## config.mk

```make
export PLATFORM = sky130hd
export DESIGN_NAME = full_calc_ctrl_flat
export DESIGN_NICKNAME = d
export VERILOG_FILES = /design/src/rtl/full_calc_ctrl_if.sv /design/src/rtl/full_calc_ctrl.sv /design/src/flat_wrapper.sv
export SDC_FILE = /design/constraint.sdc
export NUM_CORES = 1
export LEC_CHECK = 0
export CAP_MARGIN = 20
export CORE_UTILIZATION = 55
export DETAILED_ROUTE_END_ITERATION = 12
export GPL_ROUTABILITY_DRIVEN = 0
export PLACE_DENSITY_LB_ADDON = 0.1
export REMOVE_ABC_BUFFERS = 1
export SETUP_SLACK_MARGIN = 0.5
export SLEW_MARGIN = 40
export SYNTH_ARGS = -nofsm -noshare
export SYNTH_HDL_FRONTEND = slang
export SYNTH_SLANG_ARGS = --single-unit
```

## constraint.sdc

```tcl
create_clock -name clk -period 4.75 [get_ports clk]
set_input_delay 0.95 -clock clk [delete_from_list [all_inputs] [get_ports clk]]
set_output_delay 0.95 -clock clk [all_outputs]
set_load 0.05 [all_outputs]
```

## src/rtl/full_calc_ctrl_if.sv

```systemverilog
// Handshake bundle between the full-calculator controller and its datapath.
// FULLCALC_DIV0_CHK_EN adds the y_zero divisor flag.
interface full_calc_ctrl_if;
    logic       go;
    logic [2:0] qF;
    logic       Done_Calc;
    logic       Done_DIV;
`ifdef FULLCALC_DIV0_CHK_EN
    logic       y_zero;
`endif
    logic       En_F;
    logic       En_X;
    logic       En_Y;
    logic       Go_Calc;
    logic       Go_DIV;
    logic [1:0] Op_Calc;
    logic [1:0] Sel_L;
    logic       Sel_H;
    logic       En_out_L;
    logic       En_out_H;
    logic       busy;
    logic       done;
    logic       err;

    // Controller side
    modport slave (
`ifdef FULLCALC_DIV0_CHK_EN
        input  y_zero,
`endif
        input  go, qF, Done_Calc, Done_DIV,
        output En_F, En_X, En_Y, Go_Calc, Go_DIV, Op_Calc, Sel_L, Sel_H,
               En_out_L, En_out_H, busy, done, err
    );

    // Datapath / requester side
    modport master (
`ifdef FULLCALC_DIV0_CHK_EN
        output y_zero,
`endif
        output go, qF, Done_Calc, Done_DIV,
        input  En_F, En_X, En_Y, Go_Calc, Go_DIV, Op_Calc, Sel_L, Sel_H,
               En_out_L, En_out_H, busy, done, err
    );
endinterface

```

## src/rtl/full_calc_ctrl.sv

```systemverilog
// Control FSM for the full-calculator datapath: load, decode, run Calc/MUL/DIV, write back.
// Optional divide-by-zero trap when FULLCALC_DIV0_CHK_EN is defined.
module full_calc_ctrl #(
    parameter int unsigned MUL_LAT = 1,
    parameter int unsigned TIMEOUT = 32
) (
    input logic             clk,
    input logic             rst,
    full_calc_ctrl_if.slave bus
);
    localparam int unsigned CNT_W = $clog2(TIMEOUT + 1);
    localparam logic [CNT_W-1:0] CNT_MAX  = CNT_W'(TIMEOUT);
    localparam logic [CNT_W-1:0] TO_LAST  = CNT_W'(TIMEOUT - 1);
    localparam logic [CNT_W-1:0] MUL_LAST = CNT_W'(MUL_LAT - 1);

    localparam logic [3:0] S_IDLE     = 4'd0;
    localparam logic [3:0] S_LOAD     = 4'd1;
    localparam logic [3:0] S_DECODE   = 4'd2;
    localparam logic [3:0] S_CALC     = 4'd3;
    localparam logic [3:0] S_WR_CALC  = 4'd4;
    localparam logic [3:0] S_MUL_WAIT = 4'd5;
    localparam logic [3:0] S_WR_MUL   = 4'd6;
    localparam logic [3:0] S_DIV_GO   = 4'd7;
    localparam logic [3:0] S_DIV_WAIT = 4'd8;
    localparam logic [3:0] S_WR_DIV   = 4'd9;
    localparam logic [3:0] S_DONE     = 4'd10;
    localparam logic [3:0] S_ERR      = 4'd11;

    logic [3:0]       state_q, state_d;
    logic [CNT_W-1:0] cnt_q, cnt_d;
    logic             en_ld_q, en_ld_d;
    logic             go_calc_q, go_calc_d;
    logic             go_div_q, go_div_d;
    logic [1:0]       sel_l_q, sel_l_d;
    logic             sel_h_q, sel_h_d;
    logic             en_l_q, en_l_d;
    logic             en_h_q, en_h_d;
    logic             busy_q, busy_d;
    logic             done_q, done_d;
    logic             err_q, err_d;
    logic             div_trap;

`ifdef FULLCALC_DIV0_CHK_EN
    assign div_trap = bus.y_zero;
`else
    assign div_trap = 1'b0;
`endif

    always_ff @(posedge clk or negedge rst) begin
        if (!rst) begin
            state_q   <= S_IDLE;
            cnt_q     <= '0;
            en_ld_q   <= 1'b0;
            go_calc_q <= 1'b0;
            go_div_q  <= 1'b0;
            sel_l_q   <= 2'b00;
            sel_h_q   <= 1'b0;
            en_l_q    <= 1'b0;
            en_h_q    <= 1'b0;
            busy_q    <= 1'b0;
            done_q    <= 1'b0;
            err_q     <= 1'b0;
        end else begin
            state_q   <= state_d;
            cnt_q     <= cnt_d;
            en_ld_q   <= en_ld_d;
            go_calc_q <= go_calc_d;
            go_div_q  <= go_div_d;
            sel_l_q   <= sel_l_d;
            sel_h_q   <= sel_h_d;
            en_l_q    <= en_l_d;
            en_h_q    <= en_h_d;
            busy_q    <= busy_d;
            done_q    <= done_d;
            err_q     <= err_d;
        end
    end

    // Next state and wait counter; a done on the timeout cycle takes the write path.
    always_comb begin
        state_d = state_q;
        cnt_d   = cnt_q;
        case (state_q)
            S_IDLE:   if (bus.go) state_d = S_LOAD;
            S_LOAD:   state_d = S_DECODE;
            S_DECODE: begin
                cnt_d = '0;
                if (!bus.qF[2])          state_d = S_CALC;
                else if (bus.qF == 3'b100) state_d = (MUL_LAT == 0) ? S_WR_MUL : S_MUL_WAIT;
                else if (bus.qF == 3'b101) state_d = div_trap ? S_ERR : S_DIV_GO;
                else                     state_d = S_ERR;
            end
            S_CALC: begin
                if (bus.Done_Calc)       state_d = S_WR_CALC;
                else if (cnt_q == TO_LAST) state_d = S_ERR;
                if (cnt_q != CNT_MAX)    cnt_d = cnt_q + CNT_W'(1);
            end
            S_WR_CALC: state_d = S_DONE;
            S_MUL_WAIT: begin
                if (cnt_q == MUL_LAST)   state_d = S_WR_MUL;
                if (cnt_q != CNT_MAX)    cnt_d = cnt_q + CNT_W'(1);
            end
            S_WR_MUL: state_d = S_DONE;
            S_DIV_GO: begin
                state_d = S_DIV_WAIT;
                cnt_d   = '0;
            end
            S_DIV_WAIT: begin
                if (bus.Done_DIV)        state_d = S_WR_DIV;
                else if (cnt_q == TO_LAST) state_d = S_ERR;
                if (cnt_q != CNT_MAX)    cnt_d = cnt_q + CNT_W'(1);
            end
            S_WR_DIV: state_d = S_DONE;
            S_DONE:   if (!bus.go) state_d = S_IDLE;
            S_ERR:    if (!bus.go) state_d = S_IDLE;
            default:  state_d = S_IDLE;
        endcase
    end

    // Moore outputs decoded from the upcoming state so they register in step with it.
    always_comb begin
        en_ld_d   = 1'b0;
        go_calc_d = 1'b0;
        go_div_d  = 1'b0;
        sel_l_d   = 2'b00;
        sel_h_d   = 1'b0;
        en_l_d    = 1'b0;
        en_h_d    = 1'b0;
        busy_d    = (state_d != S_IDLE);
        done_d    = (state_d == S_DONE);
        err_d     = (state_d == S_ERR);
        case (state_d)
            S_LOAD:    en_ld_d   = 1'b1;
            S_CALC:    go_calc_d = 1'b1;
            S_DIV_GO:  go_div_d  = 1'b1;
            S_WR_CALC: begin
                sel_l_d = 2'b01;
                en_l_d  = 1'b1;
            end
            S_WR_MUL: begin
                sel_l_d = 2'b10;
                en_l_d  = 1'b1;
                en_h_d  = 1'b1;
            end
            S_WR_DIV: begin
                sel_l_d = 2'b11;
                sel_h_d = 1'b1;
                en_l_d  = 1'b1;
                en_h_d  = 1'b1;
            end
            default: ;
        endcase
    end

    assign bus.En_F     = en_ld_q;
    assign bus.En_X     = en_ld_q;
    assign bus.En_Y     = en_ld_q;
    assign bus.Go_Calc  = go_calc_q;
    assign bus.Go_DIV   = go_div_q;
    assign bus.Op_Calc  = bus.qF[1:0];
    assign bus.Sel_L    = sel_l_q;
    assign bus.Sel_H    = sel_h_q;
    assign bus.En_out_L = en_l_q;
    assign bus.En_out_H = en_h_q;
    assign bus.busy     = busy_q;
    assign bus.done     = done_q;
    assign bus.err      = err_q;
endmodule

```

## src/flat_wrapper.sv

```systemverilog
// flat-port wrapper written by rule: the top's interface ports become plain ports
module full_calc_ctrl_flat 
#(
    parameter int unsigned MUL_LAT = 1,
    parameter int unsigned TIMEOUT = 32
)
  (clk, rst, bus_go, bus_qF, bus_Done_Calc, bus_Done_DIV, bus_En_F, bus_En_X, bus_En_Y, bus_Go_Calc, bus_Go_DIV, bus_Op_Calc, bus_Sel_L, bus_Sel_H, bus_En_out_L, bus_En_out_H, bus_busy, bus_done, bus_err);
  full_calc_ctrl_if bus_i ();
  input logic clk;
  input logic rst;
  input wire logic [$bits(bus_i.go)-1:0] bus_go;
  input wire logic [$bits(bus_i.qF)-1:0] bus_qF;
  input wire logic [$bits(bus_i.Done_Calc)-1:0] bus_Done_Calc;
  input wire logic [$bits(bus_i.Done_DIV)-1:0] bus_Done_DIV;
  output wire logic [$bits(bus_i.En_F)-1:0] bus_En_F;
  output wire logic [$bits(bus_i.En_X)-1:0] bus_En_X;
  output wire logic [$bits(bus_i.En_Y)-1:0] bus_En_Y;
  output wire logic [$bits(bus_i.Go_Calc)-1:0] bus_Go_Calc;
  output wire logic [$bits(bus_i.Go_DIV)-1:0] bus_Go_DIV;
  output wire logic [$bits(bus_i.Op_Calc)-1:0] bus_Op_Calc;
  output wire logic [$bits(bus_i.Sel_L)-1:0] bus_Sel_L;
  output wire logic [$bits(bus_i.Sel_H)-1:0] bus_Sel_H;
  output wire logic [$bits(bus_i.En_out_L)-1:0] bus_En_out_L;
  output wire logic [$bits(bus_i.En_out_H)-1:0] bus_En_out_H;
  output wire logic [$bits(bus_i.busy)-1:0] bus_busy;
  output wire logic [$bits(bus_i.done)-1:0] bus_done;
  output wire logic [$bits(bus_i.err)-1:0] bus_err;
  assign bus_i.go = bus_go;
  assign bus_i.qF = bus_qF;
  assign bus_i.Done_Calc = bus_Done_Calc;
  assign bus_i.Done_DIV = bus_Done_DIV;
  assign bus_En_F = bus_i.En_F;
  assign bus_En_X = bus_i.En_X;
  assign bus_En_Y = bus_i.En_Y;
  assign bus_Go_Calc = bus_i.Go_Calc;
  assign bus_Go_DIV = bus_i.Go_DIV;
  assign bus_Op_Calc = bus_i.Op_Calc;
  assign bus_Sel_L = bus_i.Sel_L;
  assign bus_Sel_H = bus_i.Sel_H;
  assign bus_En_out_L = bus_i.En_out_L;
  assign bus_En_out_H = bus_i.En_out_H;
  assign bus_busy = bus_i.busy;
  assign bus_done = bus_i.done;
  assign bus_err = bus_i.err;
  full_calc_ctrl #(.MUL_LAT(MUL_LAT), .TIMEOUT(TIMEOUT)) u_core (.clk(clk), .rst(rst), .bus(bus_i));
endmodule
```

==> metrics <==
die width 49 um; Vias 914; hold slack 0.5613 ns; final period utilization 67.19%; drt first pass iters 5; post-place instance area 1389 um2; r2r setup slk 2.68 ns; Final Max Slew Viols 0; Ys Warns 0; crit-path leading delay family buffers and inverters; Initial Util 60.09%; num rows 16; reg2reg path depth 5; initial antenna violation count 0; # setup viols final 0; H-tree levels 1; Worst-Margin Slew 0.5131 ns; setup_tns 0 ns; Post-CTS Resized 0; syn_area_per_cell 10.47 um2; cell taking the most area after synthesis dfrtp_1; clk_skew 0.01212 ns; Inst Count DP 156; Clk pwr share 9.4%; Synth Instances 116; Worst setup SP type input pin; Die H 49 um; CP endpoint kind output port; crit path time final 3.192 ns; clock sink total 21; Pwr Total 0.9243 mW; postcts setup bufs 0; first-pass GRT wire length 3691 um; number of I/O pins 23; Worst R2R End u_core.bus.busy; vias in the first global route 778; Overflow after GRT 0; highest routed layer met4; critical path type in2out; WL/cell 13.14 um; Rel. slew slack 65.79%; area share of the largest cell type after synthesis 43.25%; most common library cells after synthesis dfrtp_1, o21ai_0; Netlist cell types 46; Area Growth Syn to Fin 16.58%; crit-path most repeated cell clkdlybuf4s50_1; CTS Root Cell clkbuf_4; insertion delay to the later sink of the worst-skew pair 0.31 ns; Final WS setup 1.558 ns; crit path cell chain clkdlybuf4s50_1, clkdlybuf4s50_1; Slowest cell on crit path clkdlybuf4s50_1; fin util 70.05%; worst r2r src u_core.state_q[0]; CORE AREA 2022 um2; Clock transition at path regs 0.12 ns; internal power 0.4841 mW; CTS max path bufs 2; fin area 1416 um2; # hold bufs at CTS 0; antenna diode count 0; pwr/cell area 652.6 nW/um2; Met3 Wirelength 103 um; count leader, synth dfrtp_1; synthesized flop and latch total 21; synth top area cells dfrtp_1, buf_4, o21ai_0; WP data required 3.80 ns; WL met2 919 um; Buf+Inv Stages, Crit Path 2; Synth Cell Area 1215 um2; Hold Path Class in2async; switching pwr 0.4402 mW; sequential fraction of the synthesis area 43.25%; most frequently used flop master after synthesis dfrtp_1; Post-synth EDFFs 0; layout cells sized above 1 15.79%; Setup WS pre-CTS 1.550 ns; MaxCap Viol Count 0; leak pwr 0.6254 nW; peak per-stage delay on the critical path 0.81 ns; Tot GR Track Use 20.55%; Vias/cell 5.713; run status finished, final reports clean; Die Area 2401 um2; Routed WL 2102 um; initial DRC count 29; Layout Cells excl Fill 160; fmax 313.3 MHz; RSZ-0062 raised after global routing false; largest net degree at the start of global routing 22; Gate power share 57.3%; Final ANT Viol Nets 0; port bufs 22; Residual DRC 0; CTS tree built; ys async rst share 100.0%; fin nets 144; CTS buffer count 3; sw frac 47.63%; Layout fillers 156; peak supply drop 0.0004299 V; Critical Path AT 2.24 ns; final hold violation count 0; Flop pwr share 33.3%; met1 WL 1030 um; hpwl dp 1557 um; worst-path maximum fanout 3
## flip-flops by register name, indices dropped and copies added (netlist names)
signal	count
u_core.cnt_q	6
u_core.state_q	4
u_core.bus.Sel_L	2
u_core.bus.En_F	1
u_core.bus.En_out_H	1
u_core.bus.En_out_L	1
u_core.bus.Go_Calc	1
u_core.bus.Go_DIV	1
u_core.bus.Sel_H	1
u_core.bus.busy	1
u_core.bus.done	1
u_core.bus.err	1
## cell usage in the layout (no fill, tap or decap), drive strengths merged, types with 2 or more instances in the layout
cell type,instances
clkdlybuf4s50,21
dfrtp,21
nor2,8
nor4b,2
nand3,7
o31ai,2
a21oi,4
and3,4
or3b,2
o21ai,10
nand4bb,2
ha,2
clkbuf,3
nand2,4
o21a,2
mux2i,2
clkinv,2
or2,2
inv,7
xor2,2
nor3b,3
nor3,2
## how the worst max path moves through the flow
stage | endpoint | from | cells past startpoint
6_report | bus_Op_Calc[1] | bus_qF[1] | 2
5_1_grt | bus_Op_Calc[1] | bus_qF[1] | 2
4_1_cts | bus_Op_Calc[1] | bus_qF[1] | 2
3_5_place_dp | bus_Op_Calc[1] | bus_qF[1] | 2
3_3_place_gp | bus_Op_Calc[1] | bus_qF[1] | 2
2_1_floorplan | u_core.bus.busy | bus_qF[1] | 6
## per-layer routing
layer	track usage, %	vias to the layer above
met3	2.804	4
met4	10.29	0
met1	31.02	424
met5	0	-
met2	28.70	35
li1	-	451
## layout make-up
cell class              instances  area (um2)  area share [%]
repair buffers                 22       215.2           15.19
well taps                      27       33.78           2.385
multi-input cells              78       583.1           41.17
clock buffers                   3       22.52           1.590
flip-flops and latches         21       525.5           37.10
clock inverters                 1       5.005          0.3534
inverters                       8       31.28           2.208
## logic make-up (layout without fill, tap and decap cells)
| group | count (synthesis) | in the layout | synth area share [%] |
|---|---|---|---|
| xor gates and xnor gates | 3 | 3 | 2.163 |
| and+or+nand+nor | 45 | 45 | 25.54 |
| adders and majority gates | 2 | 2 | 2.059 |
| DFF | 21 | 21 | 43.25 |
| buffers and inverters | 17 | 34 | 8.754 |
| muxes | 2 | 2 | 1.648 |
| AOI/OAI and AO/OA | 26 | 26 | 16.58 |
## power groups by stage
stage               clock network (mW)  registers, mW  logic [mW]
floorplan                            0          0.410       0.288
global placement                     0          0.308       0.520
detailed placement                   0          0.311       0.531
CTS                             0.0895          0.306       0.533
global route                    0.0958          0.319       0.569
finish                          0.0865          0.308       0.530
Power figures use the tool's default switching activity.
